===== src/rtl/mod3_word_serializer.sv =====
// Word-to-serial feeder for the divisible-by-3 detector: clears the detector, shifts the
// accepted word in MSB-first, then captures the detector's verdict as a one-cycle result.
module mod3_word_serializer #(
    parameter int WIDTH = 8
) (
    input  logic             clk,
    input  logic             rst,
    input  logic             in_valid,
    output logic             in_ready,
    input  logic [WIDTH-1:0] in_data,
    output logic             ser_clr,
    output logic             ser_out,
    input  logic             mod3_in,
    output logic             res_valid,
    output logic             res_div3,
    output logic             busy
);

    localparam int CNT_W = $clog2(WIDTH + 1);

    typedef enum logic [1:0] {
        IDLE   = 2'd0,
        CLR    = 2'd1,
        SHIFT  = 2'd2,
        SAMPLE = 2'd3
    } state_t;

    state_t           state_r;
    state_t           state_s;
    logic [WIDTH-1:0] shreg_r;
    logic [CNT_W-1:0] cnt_r;
    logic             last_bit_s;

    // Next-state decode; the count marks the edge that consumes the final bit.
    always_comb begin
        state_s    = state_r;
        last_bit_s = (cnt_r == CNT_W'(WIDTH - 1));
        case (state_r)
            IDLE: begin
                if (in_valid) begin
                    state_s = CLR;
                end else begin
                    state_s = IDLE;
                end
            end
            CLR: begin
                state_s = SHIFT;
            end
            SHIFT: begin
                if (last_bit_s) begin
                    state_s = SAMPLE;
                end else begin
                    state_s = SHIFT;
                end
            end
            SAMPLE: begin
                state_s = IDLE;
            end
            default: begin
                state_s = IDLE;
            end
        endcase
    end

    // State register.
    always_ff @(posedge clk) begin
        if (rst) begin
            state_r <= IDLE;
        end else begin
            state_r <= state_s;
        end
    end

    // Shift register, bit counter and registered result.
    always_ff @(posedge clk) begin
        if (rst) begin
            shreg_r   <= {WIDTH{1'b0}};
            cnt_r     <= {CNT_W{1'b0}};
            res_valid <= 1'b0;
            res_div3  <= 1'b0;
        end else begin
            res_valid <= 1'b0;
            case (state_r)
                IDLE: begin
                    if (in_valid) begin
                        shreg_r <= in_data;
                        cnt_r   <= {CNT_W{1'b0}};
                    end
                end
                SHIFT: begin
                    shreg_r <= {shreg_r[WIDTH-2:0], 1'b0};
                    cnt_r   <= cnt_r + CNT_W'(1);
                end
                SAMPLE: begin
                    res_valid <= 1'b1;
                    res_div3  <= mod3_in;
                end
                default: begin
                    shreg_r <= shreg_r;
                end
            endcase
        end
    end

    // The detector clear follows rst directly so both blocks leave reset together.
    always_comb begin
        in_ready = (state_r == IDLE) && !rst;
        ser_clr  = (state_r == CLR) || rst;
        busy     = (state_r != IDLE);
        if (state_r == SHIFT) begin
            ser_out = shreg_r[WIDTH-1];
        end else begin
            ser_out = 1'b0;
        end
    end

endmodule


===== config.mk =====
export PLATFORM = sky130hd
export DESIGN_NAME = mod3_word_serializer
export DESIGN_NICKNAME = d
export VERILOG_FILES = /design/src/rtl/mod3_word_serializer.sv
export SDC_FILE = /design/constraint.sdc
export NUM_CORES = 1
export LEC_CHECK = 0
export CORE_ASPECT_RATIO = 0.7
export CORE_MARGIN = 2
export CORE_UTILIZATION = 44
export DETAILED_ROUTE_END_ITERATION = 8
export MAX_ROUTING_LAYER = met4
export PLACE_DENSITY = 0.73
export SLEW_MARGIN = 20
export SYNTH_ARGS = -nofsm -noshare
export SYNTH_HDL_FRONTEND = slang
export SYNTH_SLANG_ARGS = --single-unit

===== constraint.sdc =====
create_clock -name clk -period 1.5 [get_ports clk]
set_input_delay 0.15 -clock clk [delete_from_list [all_inputs] [get_ports clk]]
set_output_delay 0.15 -clock clk [all_outputs]
set_load 0.01 [all_outputs]

==> impl_metrics.env <==
export IMPL_fmax_ghz=0.6869
export IMPL_post_synth_mux_area_share=0.1256
export IMPL_portBuffers=17
export IMPL_sequential_cell_area_um2=322.8
export IMPL_cp_slowest_cell="mux2_4"
export IMPL_gr_max_usage_layer="met2"
export IMPL_crit_family="multiplexers"
export IMPL_worst_skew_pair_late_latency_ps=290
export IMPL_wl_per_cell_um=12.43
export IMPL_worst_endpoint_required_ps=1680
export IMPL_layout_setup_ws_ps=44.15
export IMPL_areaGrowthSynthToFinish_pct=33.48
export IMPL_grt_overflow_total=0
export IMPL_synth_compound_gate_area_share=0.1525
export IMPL_tritoncts_num_sinks=16
export IMPL_fin_nets=126
export IMPL_yosysUniqueCellTypes=26
export IMPL_finalWorstPathRequiredPeriod_ps=1456
export IMPL_timing_critical_path_buf_inv=2
export IMPL_syn_avg_cell_area_um2=10.21
export IMPL_number_of_standard_cell_rows_in_the_floorplan=13
export IMPL_post_synth_fa_ha_maj_area_fraction=0.08969
export IMPL_clock_skew_after_layout_ps=8.709
export IMPL_relSlewSlack=0.8542
export IMPL_worst_path_most_repeated_cell="buf_4"
export IMPL_tritoncts="yes"
export IMPL_finish_instance_area_mm2=0.001117
export IMPL_rsz_0062_raised_after_global_routing="yes"
export IMPL_end_kind="register"
export IMPL_overall_routing_resource_usage=0.1546
export IMPL_ir_drop_mv=0.4708
export IMPL_drv_max_cap_violation_count=0
export IMPL_critPathLaunchType="register"
export IMPL_worstSetupPathType="reg -> reg"
export IMPL_globalplace_congestion=0.7336
export IMPL_n_antenna_cell=0
export IMPL_path_class_of_the_lowest_slack_min_delay_path="in -> reg"
export IMPL_synth_simple_area_share=0.1794
export IMPL_drt_antenna_violating_nets=0
export IMPL_synth_warnings=0
export IMPL_synth_seq_area_share=0.3827
export IMPL_cts_root_to_sink_buffers=2
export IMPL_placed_cell_area_mm2=0.001032
export IMPL_multi_input_comb_area_um2=478.0
export IMPL_fill_cells=172
export IMPL_vias_in_the_first_global_route=551
export IMPL_pre_cts_ws_ps=-6.423
export IMPL_ys_seq_elements=16
export IMPL_tightest_slew_ps=218.6
export IMPL_crit_fanout=17
export IMPL_die_area_mm2=0.002273
export IMPL_path_cells="buf_4, ha_2, buf_4, mux2_4, nor2_1, a211oi_2"
export IMPL_grt_pass1_wl_um=2497
export IMPL_gate_count_post_synth=82
export IMPL_route_detailed_drc=0
export IMPL_synth_top_family_by_area="simple AND/OR/NAND/NOR gates"
export IMPL_period_share=0.9706
export IMPL_core_area_mm2=0.001822
export IMPL_num_vias=656
export IMPL_drt_total_wl_um=1603
export IMPL_cts_clk_slew_worst_paths_ps=100
export IMPL_initial_core_util=0.4595
export IMPL_route_detailed_vias_per_inst=5.085
export IMPL_die_width_um=56.13
export IMPL_grt_max_degree=18
export IMPL_met1_usage=0.1803
export IMPL_total_leakage_power_nw=0.4468
export IMPL_synth_net_count=100
export IMPL_ios=18
export IMPL_run_status="complete, no violations"
export IMPL_number_of_iterations_in_the_first_detailed_routing_pass=4
export IMPL_slew_violations=0
export IMPL_setup_viol=0
export IMPL_antenna_found_initial=0
export IMPL_timing_final_hold_violations=0
export IMPL_grtUsageMet3=0.05484
export IMPL_cts_root_buffer_cell="clkbuf_4"
export IMPL_detailed_place_hpwl_um=1111
export IMPL_layout_cell_share_with_drive_strength_beyond_1=0.2710
export IMPL_worst_ep_arrival_time_ps=1640
export IMPL_cts_htree_levels=1
export IMPL_syn_cell_area_um2=837.1
export IMPL_die_height_um=40.49
export IMPL_power_density_mw_per_mm2=919.7
export IMPL_fin_util=0.6133
export IMPL_drt_iter0_drc=6
export IMPL_critPathMaxStageDelay_ps=370
export IMPL_synth_xor_area_frac=0
export IMPL_cts_made_buffers=3
export IMPL_grtUsageMet2=0.2647
-- cell families (layout without fill, tap and decap cells) --
group | Yosys count | in the layout
compound gates | 14 | 14
fa+ha+maj | 6 | 6
buf+inv | 8 | 33
flops | 16 | 16
mux | 10 | 10
simple gates | 28 | 28
-- worst min-delay path: cells and delay by family --
family	cells	cell delay, ps
AO/OA/AOI/OAI	1	60
AND/OR/NAND/NOR	1	80
buffers and inverters	1	400
-- placed cells by master (no fill, tap or decap) --
master	Yosys	final
ha_2	0	1
ha_1	6	4
o21ai_0	1	1
dfxtp_1	16	14
clkbuf_4	0	3
nand2_1	4	4
a211oi_2	7	7
nor2_2	0	1
nor2b_1	3	3
mux2i_1	9	9
and2b_1	1	1
ha_4	0	1
nand3_1	1	1
nand4b_1	2	2
clkdlybuf4s15_1	0	2
nor2_1	10	9
buf_6	1	2
dfxtp_2	0	2
a32oi_1	1	1
clkdlybuf4s50_1	0	13
a31oi_1	1	1
inv_1	3	2
and3_1	1	1
buf_4	1	8
nand3b_1	3	3
or2b_1	1	1
dlygate4sd2_1	0	1
or2_4	0	1
clkbuf_8	0	1
mux2_4	1	1
a21oi_1	4	4
and2_1	1	1
inv_2	0	1
-- synthesized netlist by cell type --
cell type / number / area (um2)
nand3b_1: 3 / 22.52
nand2_1: 4 / 15.01
inv_1: 3 / 11.26
buf_2: 1 / 5.000
and2b_1: 1 / 7.510
a31oi_1: 1 / 6.260
dfxtp_1: 16 / 320.3
nor2_1: 10 / 37.54
and2_1: 1 / 6.260
buf_4: 1 / 7.510
buf_6: 1 / 11.26
a21oi_1: 4 / 20.02
o21ai_0: 1 / 5.000
a211oi_2: 7 / 87.58
and3_1: 1 / 6.260
or2_2: 1 / 6.260
nand4b_1: 2 / 17.52
mux2_4: 1 / 15.01
nor2b_1: 3 / 18.77
ha_1: 6 / 75.07
buf_12: 1 / 20.02
a32oi_1: 1 / 8.760
buf_1: 1 / 3.750
nand3_1: 1 / 5.000
or2b_1: 1 / 7.510
mux2i_1: 9 / 90.09
-- flip-flops by register name, summed over array words and instances (netlist names) --
signal and flops:
cnt_r 4, res_div3 1, shreg_r 8, res_valid 1, state_r 2
-- per-stage QoR --
step | TNS, ps | std cells | total power [W] | hold slack [ps]
finish | 0 | 129 | 0.001028 | 435.7
global route | -99.74 | 129 | 0.001099 | 431.6
CTS | 0 | 129 | 0.001024 | 440.8
detailed placement | -9.699 | 122 | 0.0007338 | 452.7
global placement | -7.603 | 122 | 0.0007271 | 443.3
floorplan | 0 | 82 | 0.0006587 | 286.0
-- where the power goes --
group / leakage [nW] / switching [W] / total [W] / internal, W
sequential: 0.132 / 0.0000168 / 0.000475 / 0.000459
clock: 0.0210 / 0.000137 / 0.000285 / 0.000148
combinational: 0.294 / 0.000124 / 0.000267 / 0.000143
-- final timing paths --
path / slack [ps] / startpoint / cells past startpoint / endpoint
setup reg to reg: 40 / state_r[1]$_SDFF_PP0_ / 6 / shreg_r[6]$_SDFFE_PP0P_
hold / removal: 440 / in_data[0] / 3 / shreg_r[0]$_SDFFE_PP0P_
hold reg to reg: 460 / shreg_r[0]$_SDFFE_PP0P_ / 2 / shreg_r[0]$_SDFFE_PP0P_
setup / recovery: 40 / state_r[1]$_SDFF_PP0_ / 6 / shreg_r[6]$_SDFFE_PP0P_
-- per-layer routing --
metal  up-vias  routed length, um
met1       303                746
met4         0                  0
li1        334                  -
met5         -                  0
met3         0                 99
met2        19                757
-- cell type report --
type,count,share of cell area
inverters,3,0.01008
well taps,22,0.02464
repair buffers,26,0.2161
flip-flops and latches,16,0.2889
multi-input cells,58,0.4278
clock buffers,4,0.03247
-- what timing repair did --
item / 4_1_cts / 5_1_grt
buffers inserted: 3 / 0
resized for setup: 12 / 7
hold buffers: 0 / 0
pin swaps: 1 / 0
endpoints found under the setup margin: 4 / 10
Note: power is estimated with default switching activity, not from simulation.
